--- src/rtl/wwl_driver_if.sv ---
`default_nettype none
// ============================================================================
// wwl_driver_if : request/word-line bundle between a write controller and
//                 wwl_driver. Rev 1.0
// ============================================================================
`ifndef ADDR_WIDTH
`define ADDR_WIDTH 3
`endif

interface wwl_driver_if;
   logic                        req_valid;
   logic [`ADDR_WIDTH-1:0]      req_addr;
   logic                        req_ready;
   logic [2**`ADDR_WIDTH-1:0]   wwl;
   logic                        busy;
   logic                        done;

   modport master (
      output req_valid, req_addr,
      input  req_ready, wwl, busy, done
   );

   modport slave (
      input  req_valid, req_addr,
      output req_ready, wwl, busy, done
   );
endinterface

`default_nettype wire

--- src/rtl/wwl_driver.sv ---
`default_nettype none
// ============================================================================
// wwl_driver : one-hot write word-line pulse generator with enforced gap.
//              Optional one-entry request buffer via macro WWL_QUEUE_EN.
// Rev 1.0
// ============================================================================
`ifndef ADDR_WIDTH
`define ADDR_WIDTH 3
`endif

module wwl_driver #(
   parameter int PULSE_CYCLES = 2,
   parameter int GAP_CYCLES   = 1
) (
   input  wire logic    clk,
   input  wire logic    rst,
   wwl_driver_if.slave  bus
);

   localparam int c_AW = `ADDR_WIDTH;
   localparam int c_WL = 2**`ADDR_WIDTH;

   localparam logic [1:0] S_IDLE  = 2'd0;
   localparam logic [1:0] S_PULSE = 2'd1;
   localparam logic [1:0] S_GAP   = 2'd2;

   localparam logic [3:0]      c_PULSE_LOAD = 4'(PULSE_CYCLES - 1);
   localparam logic [3:0]      c_GAP_LOAD   = 4'(GAP_CYCLES - 1);
   localparam logic [c_WL-1:0] c_ONE        = c_WL'(1);

   logic [1:0]      r_state, w_state_nxt;
   logic [3:0]      r_cnt, w_cnt_nxt;
   logic [c_WL-1:0] r_wwl, w_wwl_nxt;
   logic            r_done, w_done_nxt;
   logic            w_accept;
   logic            w_ready;
   logic            w_issue;
   logic [c_AW-1:0] w_issue_addr;

`ifdef WWL_QUEUE_EN
   logic            r_q_valid, w_q_valid_nxt;
   logic [c_AW-1:0] r_q_addr, w_q_addr_nxt;
   logic            w_issue_q;
   logic            w_take_req;
`endif

   assign w_accept = bus.req_valid && w_ready;

   // ------------------------------------------------------------------------
   // State register
   // ------------------------------------------------------------------------
   always_ff @(posedge clk or posedge rst) begin
      if (rst) begin
         r_state <= S_IDLE;
         r_cnt   <= 4'd0;
         r_wwl   <= '0;
         r_done  <= 1'b0;
      end else begin
         r_state <= w_state_nxt;
         r_cnt   <= w_cnt_nxt;
         r_wwl   <= w_wwl_nxt;
         r_done  <= w_done_nxt;
      end
   end

`ifdef WWL_QUEUE_EN
   always_ff @(posedge clk or posedge rst) begin
      if (rst) begin
         r_q_valid <= 1'b0;
         r_q_addr  <= '0;
      end else begin
         r_q_valid <= w_q_valid_nxt;
         r_q_addr  <= w_q_addr_nxt;
      end
   end
`endif

   // ------------------------------------------------------------------------
   // Next-state logic
   // ------------------------------------------------------------------------
   always_comb begin
      w_state_nxt  = r_state;
      w_issue      = 1'b0;
      w_issue_addr = bus.req_addr;
`ifdef WWL_QUEUE_EN
      w_issue_q    = 1'b0;
      w_take_req   = 1'b0;
`endif
      case (r_state)
         S_IDLE: begin
            if (w_accept) begin
               w_state_nxt = S_PULSE;
               w_issue     = 1'b1;
`ifdef WWL_QUEUE_EN
               w_take_req  = 1'b1;
`endif
            end
         end
         S_PULSE: begin
            if (r_cnt == 4'd0) w_state_nxt = S_GAP;
         end
         S_GAP: begin
            if (r_cnt == 4'd0) begin
`ifdef WWL_QUEUE_EN
               // A buffered or same-edge request chains straight into PULSE.
               if (r_q_valid) begin
                  w_state_nxt  = S_PULSE;
                  w_issue      = 1'b1;
                  w_issue_q    = 1'b1;
                  w_issue_addr = r_q_addr;
               end else if (w_accept) begin
                  w_state_nxt  = S_PULSE;
                  w_issue      = 1'b1;
                  w_take_req   = 1'b1;
               end else begin
                  w_state_nxt  = S_IDLE;
               end
`else
               w_state_nxt = S_IDLE;
`endif
            end
         end
         default: w_state_nxt = S_IDLE;
      endcase
   end

   // ------------------------------------------------------------------------
   // Output / datapath logic
   // ------------------------------------------------------------------------
   always_comb begin
      w_cnt_nxt  = r_cnt;
      w_wwl_nxt  = r_wwl;
      w_done_nxt = 1'b0;
      if (w_issue) begin
         w_cnt_nxt = c_PULSE_LOAD;
         w_wwl_nxt = c_ONE << w_issue_addr;
      end else begin
         case (r_state)
            S_PULSE: begin
               if (r_cnt == 4'd0) begin
                  w_cnt_nxt  = c_GAP_LOAD;
                  w_wwl_nxt  = '0;
                  w_done_nxt = 1'b1;
               end else begin
                  w_cnt_nxt  = r_cnt - 4'd1;
               end
            end
            S_GAP: begin
               w_wwl_nxt = '0;
               w_cnt_nxt = (r_cnt == 4'd0) ? 4'd0 : r_cnt - 4'd1;
            end
            default: begin
               w_cnt_nxt = 4'd0;
               w_wwl_nxt = '0;
            end
         endcase
      end
   end

`ifdef WWL_QUEUE_EN
   always_comb begin
      w_q_valid_nxt = (r_q_valid && !w_issue_q) || (w_accept && !w_take_req);
      w_q_addr_nxt  = (w_accept && !w_take_req) ? bus.req_addr : r_q_addr;
   end
   assign w_ready = !rst && !r_q_valid;
`else
   assign w_ready = !rst && (r_state == S_IDLE);
`endif

   assign bus.req_ready = w_ready;
   assign bus.wwl       = r_wwl;
   assign bus.busy      = (r_state != S_IDLE);
   assign bus.done      = r_done;

endmodule

`default_nettype wire

--- src/flat_wrapper.sv ---
// flat-port wrapper written by rule: the top's interface ports become plain ports
module wwl_driver_flat 
#(
   parameter int PULSE_CYCLES = 2,
   parameter int GAP_CYCLES   = 1
)
  (clk, rst, bus_req_valid, bus_req_addr, bus_req_ready, bus_wwl, bus_busy, bus_done);
  wwl_driver_if bus_i ();
  input  wire logic clk;
  input  wire logic rst;
  input wire logic [$bits(bus_i.req_valid)-1:0] bus_req_valid;
  input wire logic [$bits(bus_i.req_addr)-1:0] bus_req_addr;
  output wire logic [$bits(bus_i.req_ready)-1:0] bus_req_ready;
  output wire logic [$bits(bus_i.wwl)-1:0] bus_wwl;
  output wire logic [$bits(bus_i.busy)-1:0] bus_busy;
  output wire logic [$bits(bus_i.done)-1:0] bus_done;
  assign bus_i.req_valid = bus_req_valid;
  assign bus_i.req_addr = bus_req_addr;
  assign bus_req_ready = bus_i.req_ready;
  assign bus_wwl = bus_i.wwl;
  assign bus_busy = bus_i.busy;
  assign bus_done = bus_i.done;
  wwl_driver #(.PULSE_CYCLES(PULSE_CYCLES), .GAP_CYCLES(GAP_CYCLES)) u_core (.clk(clk), .rst(rst), .bus(bus_i));
endmodule
--- config.mk ---
export PLATFORM = sky130hd
export DESIGN_NAME = wwl_driver_flat
export DESIGN_NICKNAME = d
export VERILOG_FILES = /design/src/rtl/wwl_driver_if.sv /design/src/rtl/wwl_driver.sv /design/src/flat_wrapper.sv
export SDC_FILE = /design/constraint.sdc
export NUM_CORES = 1
export LEC_CHECK = 0
export CORE_MARGIN = 2
export CORE_UTILIZATION = 40
export DETAILED_ROUTE_END_ITERATION = 10
export PLACE_DENSITY_LB_ADDON = 0.2
export RECOVER_POWER = 50
export SYNTH_ARGS = -nofsm -noshare
export SYNTH_HDL_FRONTEND = slang
export SYNTH_SLANG_ARGS = --single-unit
--- constraint.sdc ---
create_clock -name clk -period 2.2 [get_ports clk]
set_input_delay 0.44 -clock clk [delete_from_list [all_inputs] [get_ports clk]]
set_output_delay 0.44 -clock clk [all_outputs]
set_load 0.01 [all_outputs]
==> metrics <==
outcome=finished, final reports clean; first-pass GRT wire length=approximately 2200 microns; WHS Path Cells=1; fin. max-slew vios=0; sw power=357.2 uW; Comb pwr share=a little under half; Die ar.=~2200 sq um; ANT cells=0; routability cong.=around 0.7; initial antenna violation count=0; average wire per standard cell=about 12 microns; Seq pwr share=36.7%; I/O Buffers=16; Worst path depth=4; Cell Int Power=635.7 uW; crit-path max cell delay=~0.53 ns; clock-pin slew on the worst setup and hold paths=0.09 ns; number of remaining DRC errors=0; critical path arrival=~1.6 ns; Total GRT Usage=approximately 14%; CP endpoint kind=primary output; RSZ-0062 raised after global routing=false; kind of cell adding the most delay to the critical path=buffers and inverters; Clock power frac=roughly 16%; number of global-route vias before repair=between 500 and 600; max frequency=0.5009 GHz; vias=540; critical path startpoint category=register; CP max-delay cell=clkdlybuf4s50_1; Worst R2R Path Depth=5; critical path data required time=1.76 ns; Synth Net Count=just under 80; top post-synthesis cells by area=dfrtp_1, ha_1, nor2_1; die height=approximately 47 microns; Worst slew margin=approximately 62%; critical-path cell list=inv_2, ha_2, inv_1, clkdlybuf4s50_1; DR iter-0 viols=13; Rows=15; worst-case clock buffer depth=2; CP Max Fanout=4; Leakage=0.0004881 uW; layout cells sized above 1=between 15 and 20%; critical path class=reg -> out; Post-Route Utilization=55.91%; post-layout minimum cycle time=~2 ns; Total Nets Final=between 100 and 150; max-capacitance violation count=0; H-tree level count=1; endpoints failing setup=0; clk_skew=roughly 0.0061 ns; synthesized area=about 750 sq um; final instance area=slightly below 1000 sq um; power density over the cells=1017 nW/um^2; antenna viol nets, final=0; Multi-input gate area=between 300 and 400 sq um; Yosys cell types=21; Layout area overhead=29.78%; GRT Residual Overflow=0; Worst Hold Class=reg -> reg; VDD IR max=approximately 0.69 mV; average cell area after synthesis=11.39 sq um; CTS root buffer=clkbuf_4; Synth top area share=about half; most common cell after layout, fill and taps aside=dfrtp_1; Clock Sinks=15; final WL=about 1300 microns; setup TNS=0 ns; period utilisation layout=~90%; Layout fillers=approximately 160; Seq cells post-synth=15; leading area contributor after synthesis=dfrtp_1; register area=approximately 380 sq um; DP HPWL=1025 microns; CTS tree=done; sw frac=35.98%; Vias per Instance=about 4.8; pin count of the biggest net entering global routing=16; I/O pins=17; Hold Vio Cnt, Final=0; clock latency on the worst-skew pair=roughly 0.28 ns; Num CTS Buffers=3; most frequent cells in the layout=dfrtp_1, clkdlybuf4s50_1, nor2_1, ha_1; DR pass1 iterations=4; initial core utilization=43.08%; Synth Instances=66; synth warn=0; Die Wd=47.36 microns; dpl cell area=approximately 940 sq um; register area share after synthesis=49.92%; CP bufs+invs=3; worst-margin pin slew=approximately 0.58 ns; CORE AREA=around 1700 sq um
what timing repair did:
action                                  4_1_cts  5_1_grt
endpoints found under the setup margin        1        1
gates resized for setup                       3        1
buffers inserted                              0        1
hold buffers                                  0        0
sequential cells by signal (all words and copies together) (netlist names):
register	count
u_core.r_state	2
u_core.r_cnt	4
u_core.bus.done	1
u_core.bus.wwl	8
cells by family (layout without fill, tap and decap cells):
family          after synthesis  after routing  synth area share (%)
compound gates                9              9                 11.31
xor+xnor                      2              2                 2.330
fa+ha+maj                     7              7                 11.65
buf+inv                       7             28                 4.492
flops                        15             15                 49.92
mux                           2              2                 2.995
simple gates                 24             24                 17.31
final timing paths:
check                                              start                            end  slack (ns)
max                        u_core.r_state[0]$_DFFE_PP0P_                       bus_busy        0.20
max reg2reg                u_core.r_state[0]$_DFFE_PP0P_  u_core.r_state[1]$_DFFE_PP0P_        0.49
min in group asynchronous                            rst  u_core.bus.wwl[4]$_DFFE_PP0P_        0.71
min reg2reg                u_core.bus.wwl[2]$_DFFE_PP0P_  u_core.bus.wwl[2]$_DFFE_PP0P_        0.49
max in group asynchronous                            rst      u_core.r_cnt[2]$_DFF_PP0_        1.11
min                        u_core.bus.wwl[2]$_DFFE_PP0P_  u_core.bus.wwl[2]$_DFFE_PP0P_        0.49
synthesized netlist by cell type:
master,n
and3_4,1
nor3_1,3
nand2b_1,3
xnor2_1,2
nand3_1,2
nand3b_1,1
a22o_1,1
dfrtp_1,15
nand2_1,4
a32o_2,2
a21o_1,2
or2_2,1
o2bb2ai_1,3
buf_6,1
mux2_1,2
inv_1,6
a22oi_2,1
nor2_1,7
and3b_1,1
ha_1,7
or3b_4,1
power groups by stage:
stage / Sequential (uW) / Clock [uW] / Combinational, uW
2_1_floorplan: 369 / 0 / 332
3_3_place_gp: 368 / 0 / 448
3_5_place_dp: 368 / 0 / 466
4_1_cts: 367 / 165 / 472
5_1_grt: 369 / 179 / 527
6_report: 364 / 160 / 469
worst register-to-register path: cells and delay by family, from the launching register on:
kind / cells / cell delay, ns
compound gates: 1 / 0.20
fa+ha+maj: 1 / 0.21
flops: 1 / 0.41
buf+inv: 1 / 0.15
simple gates: 1 / 0.30
mux: 1 / 0.34
layout make-up:
cell class,instances,share of cell area [%]
clock inverter,1,0.5128
sequential,15,38.46
timing repair buffer,18,17.82
clock buffer,3,2.308
inverter,6,2.308
multi-input combinational,44,35.38
tap,25,3.205
through the flow:
step                setup WS [ns]  hold slack, ns  total power (uW)  instances
global route               0.1127          0.5050              1076        112
global placement           0.2379          0.4620             816.1        107
CTS                       0.03407          0.4914              1004        111
floorplan                  0.6032          0.3415             700.6         66
detailed placement         0.2124          0.4695             833.8        107
finish                     0.2035          0.4876             992.8        112
metal layers:
metal / global-route usage, % / part of all wire, % / vias up
met4: 3.333 / 0.45 / 0
met2: 24.05 / 48 / 11
li1: - / - / 270
met3: 5.769 / 4.8 / 2
met1: 16.67 / 47 / 257
met5: 0 / 0 / -
No activity file was read; power rests on OpenSTA's default activity.
